`config.mk`:
```
export PLATFORM = sky130hd
export DESIGN_NAME = ps2_kbd_fifo
export DESIGN_NICKNAME = d
export VERILOG_FILES = /design/src/rtl/ps2_kbd_fifo.sv
export SDC_FILE = /design/constraint.sdc
export NUM_CORES = 1
export LEC_CHECK = 0
export CORE_ASPECT_RATIO = 0.8
export CORE_MARGIN = 3
export CORE_UTILIZATION = 64
export CTS_CLUSTER_SIZE = 12
export DETAILED_ROUTE_END_ITERATION = 10
export HOLD_SLACK_MARGIN = 0.08
export PLACE_DENSITY = 0.84
export RECOVER_POWER = 25
export SYNTH_ARGS = -nofsm -noshare
export SYNTH_HDL_FRONTEND = slang
export SYNTH_SLANG_ARGS = --single-unit
export TNS_END_PERCENT = 100
```
`constraint.sdc`:
```
create_clock -name clock -period 9.4 [get_ports clock]
set_clock_uncertainty 0.2 [all_clocks]
set_input_delay 0.94 -clock clock [delete_from_list [all_inputs] [get_ports clock]]
set_output_delay 0.94 -clock clock [all_outputs]
set_load 0.01 [all_outputs]
```
`src/rtl/ps2_kbd_fifo.sv`:
```
// PS/2 keyboard deframer with a first-word-fall-through scan-code FIFO.
// Raw pins are synchronized into the system clock; frames are checked for odd parity and stop bit.
module ps2_kbd_fifo #(
  parameter int FIFO_DEPTH     = 8,
  parameter int TIMEOUT_CYCLES = 5000
) (
  input  logic                         clock,
  input  logic                         reset,
  input  logic                         ps2_clk,
  input  logic                         ps2_data,
  input  logic                         rd_en,
  input  logic                         clr_flags,
  output logic [7:0]                   scan_code,
  output logic                         valid,
  output logic [$clog2(FIFO_DEPTH):0]  count,
  output logic                         overflow,
  output logic                         frame_err
);
  localparam int AW = $clog2(FIFO_DEPTH);
  localparam int TW = $clog2(TIMEOUT_CYCLES);
  localparam logic [TW-1:0] TMAX = TW'(TIMEOUT_CYCLES - 1);

  typedef enum logic {IDLE, RECV} state_t;

  logic          r_clk_m, r_clk_q1, r_clk_q2;
  logic          r_data_m, r_data_q1;
  state_t        r_state, w_state_nxt;
  logic [3:0]    r_bitcnt;
  logic [8:0]    r_shift;
  logic [TW-1:0] r_timer;
  logic [7:0]    r_mem [FIFO_DEPTH];
  logic [AW-1:0] r_wp, r_rp;
  logic [AW:0]   r_count;
  logic          r_ovf, r_ferr;
  logic          w_fall, w_good, w_push, w_bad, w_full, w_pop, w_wr;

  // Bus idles high, so the synchronizers preset to 1 to avoid a false fall after reset.
  always_ff @(posedge clock) begin
    if (reset) begin
      r_clk_m   <= 1'b1;
      r_clk_q1  <= 1'b1;
      r_clk_q2  <= 1'b1;
      r_data_m  <= 1'b1;
      r_data_q1 <= 1'b1;
    end else begin
      r_clk_m   <= ps2_clk;
      r_clk_q1  <= r_clk_m;
      r_clk_q2  <= r_clk_q1;
      r_data_m  <= ps2_data;
      r_data_q1 <= r_data_m;
    end
  end

  assign w_fall = r_clk_q2 & ~r_clk_q1;
  assign w_good = (^r_shift[7:0] ^ r_shift[8]) & r_data_q1;

  always_ff @(posedge clock) begin
    if (reset) r_state <= IDLE;
    else       r_state <= w_state_nxt;
  end

  always_comb begin
    w_state_nxt = r_state;
    w_push      = 1'b0;
    w_bad       = 1'b0;
    case (r_state)
      IDLE: if (w_fall && !r_data_q1) w_state_nxt = RECV;
      RECV: begin
        if (w_fall) begin
          if (r_bitcnt == 4'd9) begin
            w_state_nxt = IDLE;
            w_push      = w_good;
            w_bad       = ~w_good;
          end
        end else if (r_timer == TMAX) begin
          w_state_nxt = IDLE;
        end
      end
      default: w_state_nxt = IDLE;
    endcase
  end

  // Shift register collects 8 data bits plus parity; the stop bit is judged live.
  always_ff @(posedge clock) begin
    if (reset) begin
      r_bitcnt <= '0;
      r_timer  <= '0;
      r_shift  <= '0;
    end else if (r_state == IDLE) begin
      r_bitcnt <= '0;
      r_timer  <= '0;
    end else if (w_fall) begin
      r_timer <= '0;
      if (r_bitcnt != 4'd9) begin
        r_shift  <= {r_data_q1, r_shift[8:1]};
        r_bitcnt <= r_bitcnt + 4'd1;
      end
    end else begin
      r_timer <= r_timer + 1'b1;
    end
  end

  assign w_full = (r_count == (AW+1)'(FIFO_DEPTH));
  assign w_pop  = rd_en & (r_count != '0);
  assign w_wr   = w_push & (~w_full | w_pop);

  always_ff @(posedge clock) begin
    if (w_wr) r_mem[r_wp] <= r_shift[7:0];
  end

  always_ff @(posedge clock) begin
    if (reset) begin
      r_wp    <= '0;
      r_rp    <= '0;
      r_count <= '0;
      r_ovf   <= 1'b0;
      r_ferr  <= 1'b0;
    end else begin
      if (w_wr)  r_wp <= r_wp + 1'b1;
      if (w_pop) r_rp <= r_rp + 1'b1;
      case ({w_wr, w_pop})
        2'b10:   r_count <= r_count + 1'b1;
        2'b01:   r_count <= r_count - 1'b1;
        default: r_count <= r_count;
      endcase
      if (w_push && w_full && !w_pop) r_ovf <= 1'b1;
      else if (clr_flags)             r_ovf <= 1'b0;
      if (w_bad)          r_ferr <= 1'b1;
      else if (clr_flags) r_ferr <= 1'b0;
    end
  end

  assign valid     = (r_count != '0);
  assign scan_code = valid ? r_mem[r_rp] : 8'h00;
  assign count     = r_count;
  assign overflow  = r_ovf;
  assign frame_err = r_ferr;
endmodule

```
# Word-level counts from Yosys, hierarchy flattened
# Memories as Yosys holds them, arrays and structs flattened. A register that Yosys moved wholly into a read port is not among the register bits.
# Index checks and enable logic that the tools add are counted.
# totals
regBits	44
input_bits	6
word_cells	71
mem_bits_rw	64
output_inout_bits	15
memories	1
# memory_table
name	depth	word_bits	read_ports	rd_ports_with_merged_regs	write_ports	line_no	source
r_mem	8	8	1	1	1	31	logic [7:0] r_mem [FIFO_DEPTH];
# op_classes
add_sub_neg	6
bitwise_logic	10
muxes	20
n_eq_ne	6
n_reduce_logical	14
# op_table
cell	n
$mux 1	15
$add 13x1->13 const B	1
$eq 13x13->1 const B	1
$add 4x1->4 const B	2
$eq 4x4->1 const B	2
$mux 8	1
$pmux 4 s2	1
$reduce_xor 8->1	1
$add 3x1->3 const B	2
$mux 3	2
$reduce_bool 2->1	3
$and 1x1->1	4
$ne 4x4->1 const B	1
$not 1->1	4
$reduce_bool 4->1	1
$sub 4x1->4 const B	1
$logic_and 1x1->1	3
$reduce_and 3->1	1
$reduce_or 3->1	1
$eq 2x1->1 const B	1
$eq 2x2->1 const B	1
$logic_not 1->1	2
$pmux 1 s2	1
$reduce_and 2->1	1
3 further kinds	3

# Logic depth before layout (Yosys ltp)
# depth
ltp_word	9
depth_mapped	12
ltp_nobuf	12

# Worst setup path after synthesis
# Ideal clock, no wire load.
# synth_path
kind	flip-flop to flip-flop
from	register r_shift[7]
to	register r_count[3], in the netlist count[3]
required_time_ns	9.079
setup_time_ns	0.121
path_stages_with_launch	11
setup_slack_ns	6.398
path_buffers	0
t_arrival_ns	2.681
period_less_slack_ns	3.002
cell_sequence	dfxtp_1 -> xor3_2 -> or4_1 -> mux2i_4 -> nor2_2 -> ha_1 -> a21o_1 -> a21oi_1 -> or2_1 -> o2bb2ai_2 -> mux2_4
# synth_between
elab_chain_cells	9
elab_cells_between_ends	11
classes_between	eq/ne: 2; mux: 4; bitwise: 3; reduce/logical: 2
# synth_rtl
item	line_no	source
start: declaration	29	logic [8:0] r_shift;
start signal: assignment	95	r_shift <= {r_data_q1, r_shift[8:1]};
$reduce_xor 8->1 *	55	assign w_good = (^r_shift[7:0] ^ r_shift[8]) & r_data_q1;
$xor 1x1->1 *	55	
$and 1x1->1 *	55	
$mux 1 *	70	if (r_bitcnt == 4'd9) begin
$mux 1 *	69	if (w_fall) begin
$mux 1 *	66	case (r_state)
$and 1x1->1 *	105	assign w_wr = w_push & (~w_full | w_pop);
$eq 2x1->1 or $eq 2x2->1 (tied branches)	121	case ({w_wr, w_pop})
$pmux 4 s2 or $reduce_bool 2->1 (tied branches)	-	
end signal: assignment	122	2'b10: r_count <= r_count + 1'b1;
end signal: assignment	123	2'b01: r_count <= r_count - 1'b1;
end signal: assignment	124	default: r_count <= r_count;
end: declaration	33	logic [AW:0] r_count;
# Every way passes the cells marked *; elsewhere a longest branch is shown, timed or not.
# A chain may end at the register's enable or synchronous reset.

==> run metrics <==
Crit path buffers/inverters=1; Setup crit start kind=flop; total track usage=0.221; Setup Buffers After CTS=0; initial antenna violation count=0; max incr delay on CP=1.08 ns; Mean Syn Cell Area=14.0 um2; Vias=2554; clk root buf=clkbuf_8; switching share of total power=0.176; FF-to-FF Start=r_shift[1]$_SDFFE_PP0P_; final count of pins violating max slew=0; Routed WL=8110 um; number of setup violations in the final report=0; Sink Count=111; Seq/Total Area, Yosys=0.629; number of fill cells in the layout=408; wire length of the first global-routing pass=13400 um; r2r setup slk=6.04 ns; Critical Path RT=8.26 ns; synthesis-stage register bit count=111; Mapped Nets=339; number of global-route vias before repair=2616; cell count of the worst reg-to-reg path=6; # resized after CTS=0; routed vias/inst=5.82; setup TNS=0 ns; reg-to-reg endpoint=r_mem[7][6]$_DFFE_PP_; Max transition margin=0.244; static leakage=1.77 nW; initial core utilization=0.686; Crit Path Class=flop to output pin; Tmin final=4.00 ns; crit path capture=scan_code[4]; Flop pwr share=0.581; WP depth=4; DRC Markers=0; power share of the combinational group=0.008; routability congestion estimate=0.743; largest cells by area after synthesis=edfxtp_1 (42%), dfxtp_1 (21%), mux4_2 (7.9%); count of flip-flops with a built-in enable after synthesis=64; Worst Max-Slew Pin Slew=1.13 ns; FFs w/ async S/R, synth=0; post-detail-place hpwl=5170 um; ys flop type=edfxtp_1; CP delay by family, top=flip-flops; Cell Area, Synth=0.00455 mm2; synth warn=0; CTS buffer count=9; die outline area=0.00817 mm2; Avg WL per Cell=18.5 um; I/O pin total=21; layout cells sized above 1=0.155; worst vdd ir=0.130 mV; post-synth top area share=0.422; fin cells=439; Mapped Cells=325; critical path capture point type=output pin; I/O Buffers=20; core area=0.00664 mm2; # nets final=364; Max Cap Violations=0; clock latency on the worst-skew pair=0.36 ns; Area Growth Syn to Fin=12.6%; top cells by count, synth=edfxtp_1 (64), nor2_1 (50), dfxtp_1 (47), mux2i_1 (19), mux4_2 (16); most common cell in the synthesized netlist=edfxtp_1; Rows=26; # H-tree levels=3; Detailed Routing Iterations Pass 1=4; largest net degree at the start of global routing=31; Routed Antenna Nets=0; Hold WC Path Type=flop to flop; Worst-path clk slew=0.10 ns; status=finished, final reports clean; Max Fclk=250 MHz; Slowest cell on crit path=dfxtp_1; Reg area=0.00286 mm2; Psw=0.154 mW; post-synth top area cell=edfxtp_1; crit-path cells=mux4_2, mux2i_1, nor2_1, clkdlybuf4s50_1; placed insts=423; RSZ-0062 raised after global routing=false; clock tree buffer depth=2; power share of the clock group=0.411; Iteration-0 DRC Markers=168; Yosys cell types=47; GR Overflow Total=0; crit path max fanout=16; ant diodes=0; DIE WIDTH=100 um; # hold bufs at CTS=0; fin crit share=0.426; Pint=0.722 mW; Power Density=171 mW/mm2; Die H=81.5 um; CTS tree=yes; multi-input logic area=0.00163 mm2; Final Hold Fails=0; CP arrival=2.86 ns
stage by stage:
stage	util	hold slack, ns	total power [mW]	worst slack [ns]	instance area [um2]
detailed placement	0.732	0.194	0.527	5.73	4860
global route	0.772	0.236	0.898	5.18	5130
finish	0.772	0.216	0.876	5.40	5130
global placement	0.731	0.198	0.527	5.50	4850
floorplan	-	0.189	0.524	6.40	4550
CTS	0.772	0.217	0.880	5.30	5130
final cells by class:
cell class	count	share of cell area
Clock buffer	10	0.0268
Inverter	10	0.00732
Multi-Input combinational cell	195	0.318
Tap cell	84	0.0205
Clock inverter	6	0.0256
Sequential cell	111	0.558
Timing Repair Buffer	23	0.0434
cell families after synthesis:
| group | count (synthesis) | synth area share |
|---|---|---|
| flops | 111 | 0.629 |
| xor+xnor | 23 | 0.0527 |
| compound gates | 15 | 0.0220 |
| mux | 38 | 0.132 |
| fa+ha+maj | 8 | 0.0236 |
| buf+inv | 19 | 0.0159 |
| simple gates | 111 | 0.125 |
state kept, by name, indices dropped and copies added, names as in the netlist, 3 cells and up, named ones only:
signal	count
count	4
r_bitcnt	4
r_mem	64
r_rp	3
r_shift	9
r_timer	13
r_wp	3
how the worst min path moves through the flow:
| stage | end | depth (start not counted) | start |
|---|---|---|---|
| 2_1_floorplan | r_clk_q1$_SDFF_PP1_ | 1 | r_clk_m$_SDFF_PP1_ |
| 3_3_place_gp | r_clk_q1$_SDFF_PP1_ | 1 | r_clk_m$_SDFF_PP1_ |
| 3_5_place_dp | r_data_q1$_SDFF_PP1_ | 1 | r_data_m$_SDFF_PP1_ |
| 4_1_cts | r_data_q1$_SDFF_PP1_ | 1 | r_data_m$_SDFF_PP1_ |
| 5_1_grt | r_clk_q1$_SDFF_PP1_ | 1 | r_clk_m$_SDFF_PP1_ |
| 6_report | r_data_q1$_SDFF_PP1_ | 1 | r_data_m$_SDFF_PP1_ |
routing by layer:
metal,global-route usage,share of wire,up-vias
met5,0,0,-
met4,0.0781,0.014,0
met3,0.0560,0.056,12
met2,0.337,0.47,66
met1,0.313,0.46,1252
li1,-,-,1224
power groups by stage:
stage               clock network [mW]  logic, mW  registers (mW)
floorplan                            0    0.00382           0.520
global placement                     0    0.00660           0.520
detailed placement                   0    0.00668           0.520
global route                     0.381    0.00739           0.509
CTS                              0.364    0.00668           0.509
finish                           0.360    0.00670           0.509
layout by cell type, fill, tap and decap left out, types with 8 or more instances in the layout:
master | synthesis | routed
mux4_2 | 16 | 16
clkbuf_8 | 0 | 10
inv_1 | 9 | 9
nor2_1 | 50 | 50
xnor2_1 | 8 | 8
xor2_1 | 12 | 12
mux2i_1 | 19 | 19
dfxtp_1 | 47 | 47
edfxtp_1 | 64 | 64
nand2_1 | 14 | 14
clkdlybuf4s50_1 | 0 | 20
(Power assumes the default switching activity.)
